[src/rtl/pipe_sel_stage_if.sv]
// Handshake bundle for pipe_sel_stage: upstream offer, downstream drain and status.
// The master modport drives the stage, the slave modport is the stage itself.
interface pipe_sel_stage_if #(
  parameter int WIDTH = 32,
  parameter int NSEL  = 4,
  parameter int SELW  = 2
);
  logic [NSEL*WIDTH-1:0] in_data;
  logic [SELW-1:0]       in_sel;
  logic                  in_valid;
  logic                  in_ready;
  logic                  flush;
  logic [WIDTH-1:0]      out_data;
  logic                  out_valid;
  logic                  out_ready;
  logic                  sel_err;
  logic [1:0]            occupancy;

  modport master (
    output in_data, in_sel, in_valid, flush, out_ready,
    input  in_ready, out_data, out_valid, sel_err, occupancy
  );

  modport slave (
    input  in_data, in_sel, in_valid, flush, out_ready,
    output in_ready, out_data, out_valid, sel_err, occupancy
  );
endinterface

[src/rtl/pipe_sel_stage.sv]
// NSEL:1 operand selector registered into a 2-entry skid stage with a valid/ready handshake,
// synchronous flush and a sticky out-of-range select flag.
module pipe_sel_stage #(
  parameter int WIDTH = 32,
  parameter int NSEL  = 4,
  parameter int SELW  = 2
) (
  input  logic              clk,
  input  logic              rst_n,
  pipe_sel_stage_if.slave   bus
);

  typedef enum logic [1:0] {
    S_EMPTY = 2'd0,
    S_ONE   = 2'd1,
    S_FULL  = 2'd2
  } state_e;

  state_e           state_q;
  logic [WIDTH-1:0] main_q;
  logic [WIDTH-1:0] skid_q;
  logic             out_valid_q;
  logic             in_ready_q;
  logic [1:0]       occ_q;
  logic             sel_err_q;

  logic [WIDTH-1:0] sel_val_d;
  logic             sel_oob;
  logic             accept;
  logic             out_fire;

  // NOTE: every variable written here gets a default first, otherwise a path
  // that does not assign it would infer a latch.
  always_comb begin
    sel_val_d = '0;
    for (int k = 0; k < NSEL; k++) begin
      if (bus.in_sel == SELW'(k)) sel_val_d = bus.in_data[k*WIDTH +: WIDTH];
    end
  end

  assign sel_oob  = (int'(bus.in_sel) >= NSEL);
  assign accept   = bus.in_valid & in_ready_q;
  assign out_fire = out_valid_q & bus.out_ready;

  // NOTE: sequential state uses non-blocking assignments so every register
  // samples pre-edge values; the two data registers are reset too so out_data
  // reads zero straight out of reset.
  always_ff @(posedge clk or negedge rst_n) begin
    if (!rst_n) begin
      state_q     <= S_EMPTY;
      main_q      <= '0;
      skid_q      <= '0;
      out_valid_q <= 1'b0;
      in_ready_q  <= 1'b1;
      occ_q       <= 2'd0;
      sel_err_q   <= 1'b0;
    end else if (bus.flush) begin
      // Held beats and any beat offered on this edge are dropped; data and sel_err are kept.
      state_q     <= S_EMPTY;
      out_valid_q <= 1'b0;
      in_ready_q  <= 1'b1;
      occ_q       <= 2'd0;
    end else begin
      if (accept && sel_oob) sel_err_q <= 1'b1;
      unique case (state_q)
        S_EMPTY: begin
          if (accept) begin
            main_q      <= sel_val_d;
            state_q     <= S_ONE;
            out_valid_q <= 1'b1;
            occ_q       <= 2'd1;
          end
        end
        S_ONE: begin
          if (accept && out_fire) begin
            main_q <= sel_val_d;
          end else if (accept) begin
            skid_q     <= sel_val_d;
            state_q    <= S_FULL;
            in_ready_q <= 1'b0;
            occ_q      <= 2'd2;
          end else if (out_fire) begin
            state_q     <= S_EMPTY;
            out_valid_q <= 1'b0;
            occ_q       <= 2'd0;
          end
        end
        S_FULL: begin
          if (out_fire) begin
            main_q     <= skid_q;
            state_q    <= S_ONE;
            in_ready_q <= 1'b1;
            occ_q      <= 2'd1;
          end
        end
        default: begin
          state_q     <= S_EMPTY;
          out_valid_q <= 1'b0;
          in_ready_q  <= 1'b1;
          occ_q       <= 2'd0;
        end
      endcase
    end
  end

  assign bus.out_data  = main_q;
  assign bus.out_valid = out_valid_q;
  assign bus.in_ready  = in_ready_q;
  assign bus.occupancy = occ_q;
  assign bus.sel_err   = sel_err_q;

endmodule

[src/flat_wrapper.sv]
// flat-port wrapper written by rule: the top's interface ports become plain ports
module pipe_sel_stage_flat 
#(
  parameter int WIDTH = 32,
  parameter int NSEL  = 4,
  parameter int SELW  = 2
)
  (clk, rst_n, bus_in_data, bus_in_sel, bus_in_valid, bus_flush, bus_out_ready, bus_in_ready, bus_out_data, bus_out_valid, bus_sel_err, bus_occupancy);
  pipe_sel_stage_if #(.WIDTH(WIDTH), .NSEL(NSEL), .SELW(SELW)) bus_i ();
  input  logic clk;
  input  logic rst_n;
  input wire logic [$bits(bus_i.in_data)-1:0] bus_in_data;
  input wire logic [$bits(bus_i.in_sel)-1:0] bus_in_sel;
  input wire logic [$bits(bus_i.in_valid)-1:0] bus_in_valid;
  input wire logic [$bits(bus_i.flush)-1:0] bus_flush;
  input wire logic [$bits(bus_i.out_ready)-1:0] bus_out_ready;
  output wire logic [$bits(bus_i.in_ready)-1:0] bus_in_ready;
  output wire logic [$bits(bus_i.out_data)-1:0] bus_out_data;
  output wire logic [$bits(bus_i.out_valid)-1:0] bus_out_valid;
  output wire logic [$bits(bus_i.sel_err)-1:0] bus_sel_err;
  output wire logic [$bits(bus_i.occupancy)-1:0] bus_occupancy;
  assign bus_i.in_data = bus_in_data;
  assign bus_i.in_sel = bus_in_sel;
  assign bus_i.in_valid = bus_in_valid;
  assign bus_i.flush = bus_flush;
  assign bus_i.out_ready = bus_out_ready;
  assign bus_in_ready = bus_i.in_ready;
  assign bus_out_data = bus_i.out_data;
  assign bus_out_valid = bus_i.out_valid;
  assign bus_sel_err = bus_i.sel_err;
  assign bus_occupancy = bus_i.occupancy;
  pipe_sel_stage #(.WIDTH(WIDTH), .NSEL(NSEL), .SELW(SELW)) u_core (.clk(clk), .rst_n(rst_n), .bus(bus_i));
endmodule
[config.mk]
export PLATFORM = sky130hd
export DESIGN_NAME = pipe_sel_stage_flat
export DESIGN_NICKNAME = d
export VERILOG_FILES = /design/src/rtl/pipe_sel_stage_if.sv /design/src/rtl/pipe_sel_stage.sv /design/src/flat_wrapper.sv
export SDC_FILE = /design/constraint.sdc
export NUM_CORES = 1
export LEC_CHECK = 0
export CAP_MARGIN = 20
export CORE_MARGIN = 1.5
export CORE_UTILIZATION = 40
export DETAILED_ROUTE_END_ITERATION = 7
export PLACE_DENSITY = 0.85
export SKIP_CTS_REPAIR_TIMING = 1
export SLEW_MARGIN = 10
export SYNTH_ARGS = -nofsm -noshare
export SYNTH_HDL_FRONTEND = slang
export SYNTH_SLANG_ARGS = --single-unit
[constraint.sdc]
create_clock -name clk -period 1.6 [get_ports clk]
set_input_delay 0.16 -clock clk [delete_from_list [all_inputs] [get_ports clk]]
set_output_delay 0.16 -clock clk [all_outputs]
set_load 0.005 [all_outputs]
==> run metrics <==
Inst Count DP=730; top cells by instance count after synthesis=67 x dfrtp_1, 54 x nor2_1, 44 x mux2i_1; leading area contributor after synthesis=dfrtp_1; placed wire-length estimate=9466 µm; GR Util All Layers=between 20% and 30%; CTS tree=done; Setup Skew=about 7.4 ps; drt first pass iters=4; CTS root buffer=clkbuf_8; Post-Route WL=13610 µm; vias in the first global route=4200; post-synth net total=565; CTS HTree Levels=3; YS warnings=0; DR WL/cell=17.98 µm; Layout area overhead=52.19%; # setup viols final=54; Port Buffer Count=between 150 and 200; HP Class=input port to asynchronous set/reset pin; R2R Path Start=u_core.bus.in_ready; Die H=108.4 µm; unrepaired setup endpoints after global routing=true; top_reg_cell synth=dfrtp_1; WS Path Type=flip-flop to flip-flop; top cell type's share of synthesized area=37.70%; DRT antenna net count=0; number of diodes=0; P_leak=around 3 nW; Max-Cap Viols=0; FP Rows=38; fraction of layout cells with a size suffix above 1=21.07%; Slew Limit Fails=0; failing checks=negative setup slack; worst reg-to-reg path cell count=6; register area share after synthesis=between 30% and 40%; WP data required=1820 ps; Async SR Flop Fraction=between 90% and 100%; most frequent cell after synthesis=dfrtp_1; Overflow after GRT=0; post-route setup TNS=-4082 ps; post-layout instance area=6768 µm²; outcome=complete, but fails checks; DIE WIDTH=108.4 µm; DP Area=6359 µm²; largest net degree at the start of global routing=65; first-pass GRT wire length=20100 µm; Vias=4109; Max clock buf depth=2; #FFs+latches synth=68; Pwr per Cell Area=1147 nW/µm²; CP Capture Type=flip-flop; FF-to-FF End=u_core.bus.out_data[9]; # DRC=0; Final Util=62.43%; CTS clk-pin slew, worst paths=80 ps; hold slack=between 200 and 250 ps; final worst setup slack=-142.3 ps; pre-CTS setup slack=-293.7 ps; area of the core=10840 µm²; Post-Syn Area per Cell=10.34 µm²; die area=around 12000 µm²; max-slew headroom at the worst pin=64.67%; CTS Buf Count=9; crit start category=flip-flop; Mapped Area=4447 µm²; DRT iter0 DRCs=136; number of enable flip-flop cells after synthesis=0; Worst IR Drop VDD=about 0.66 mV; Worst Tran Pin Value=between 500 and 600 ps; initial antenna violation count=0; gp weighted congestion=0.8303; Finished Layout Cells=757; post-route minimum period=1742 ps; WP data arrival=1960 ps; flop2flop setup slack=-140 ps; # IOs=around 170; Distinct cells, synth=32; Max Fclk=0.5739 GHz; Final Hold Vio Count=0; Synth Instances=430; clk_lat worst skew=340 ps; drt via density=5.428; nets=747; Starting Density=41.02%; CP Max Fanout=7; Area contributors post-synth=dfrtp_1 38%, mux2_4 12%, mux2i_1 9.9%, mux2_2 6.8%, nor2_1 4.6%; period utilisation layout=108.9%; final total power=~7.8 mW; Clock Sink Count=68
power by group:
part           total, mW  switching [mW]  internal (mW)
clock               1.44           0.644          0.794
sequential          3.01           0.495           2.52
combinational       3.31            1.15           2.16
total               7.76            2.29           5.47
critical path, stage by stage (launching register included):
cell and delay [ps]:
dfstp_2 530, and3b_2 230, nand2b_4 70, a21oi_4 160, buf_12 160, clkbuf_16 170
mux2_4 300
metal layers:
layer  part of all wire (%)  routed length, µm  GRT usage [%]  vias to the layer above
met5                      0                  0              0                        -
met1                     40               5484          25.61                     1972
met4                    2.5                335          7.989                        0
li1                       -                  -              -                     1911
met2                     49               6722          38.63                      194
met3                    7.8               1067          5.546                       32
state kept, by name, indices dropped and copies added (netlist names):
register	flops
u_core.bus.in_ready	1
u_core.state_q	2
u_core.skid_q	32
u_core.bus.out_valid	1
u_core.bus.out_data	32
worst max path at each step:
stage | startpoint | endpoint | slack [ps] | cells after the start
4_1_cts | u_core.bus.in_ready | u_core.bus.out_data[11] | -140 | 5
3_5_place_dp | bus_in_valid | u_core.bus.out_data[11] | -290 | 6
3_3_place_gp | bus_in_valid | u_core.bus.out_data[12] | -230 | 6
6_report | u_core.bus.in_ready | u_core.bus.out_data[9] | -140 | 6
5_1_grt | u_core.bus.in_ready | u_core.bus.out_data[9] | -170 | 6
2_1_floorplan | u_core.bus.in_ready | u_core.bus.out_data[0] | -130 | 6
layout make-up:
cell class | instances | area, µm²
fillers | 867 | 4073
multi-input cells | 325 | 2496
repair buffers | 208 | 2192
flip-flops and latches | 68 | 1703
well taps | 140 | 175.2
clock buffers | 11 | 151.4
clock inverters | 5 | 50.05
placed cells by master (no fill, tap or decap), types with 4 or more instances in the layout:
cell and n:
mux2i_1 44, clkbuf_16 4, clkbuf_8 11, o21ai_1 17
buf_6 4, nand2_1 35, a211oi_1 21, clkdlybuf4s50_1 166
buf_12 10, nor2_1 54, buf_4 21, mux2_4 39
dfrtp_1 67, clkinv_2 4, a21oi_1 25, a221oi_1 11
mux2_2 25, o21ai_0 14, nor3b_1 20
cells by family after synthesis:
logic type,Yosys count,share of synthesized area [%]
multiplexers,108,29.23
buffers and inverters,37,6.134
flip-flops,68,38.30
other,1,0.08433
AND/OR/NAND/NOR,122,12.97
AO/OA/AOI/OAI,94,13.28
No activity file was read; power rests on OpenSTA's default activity.
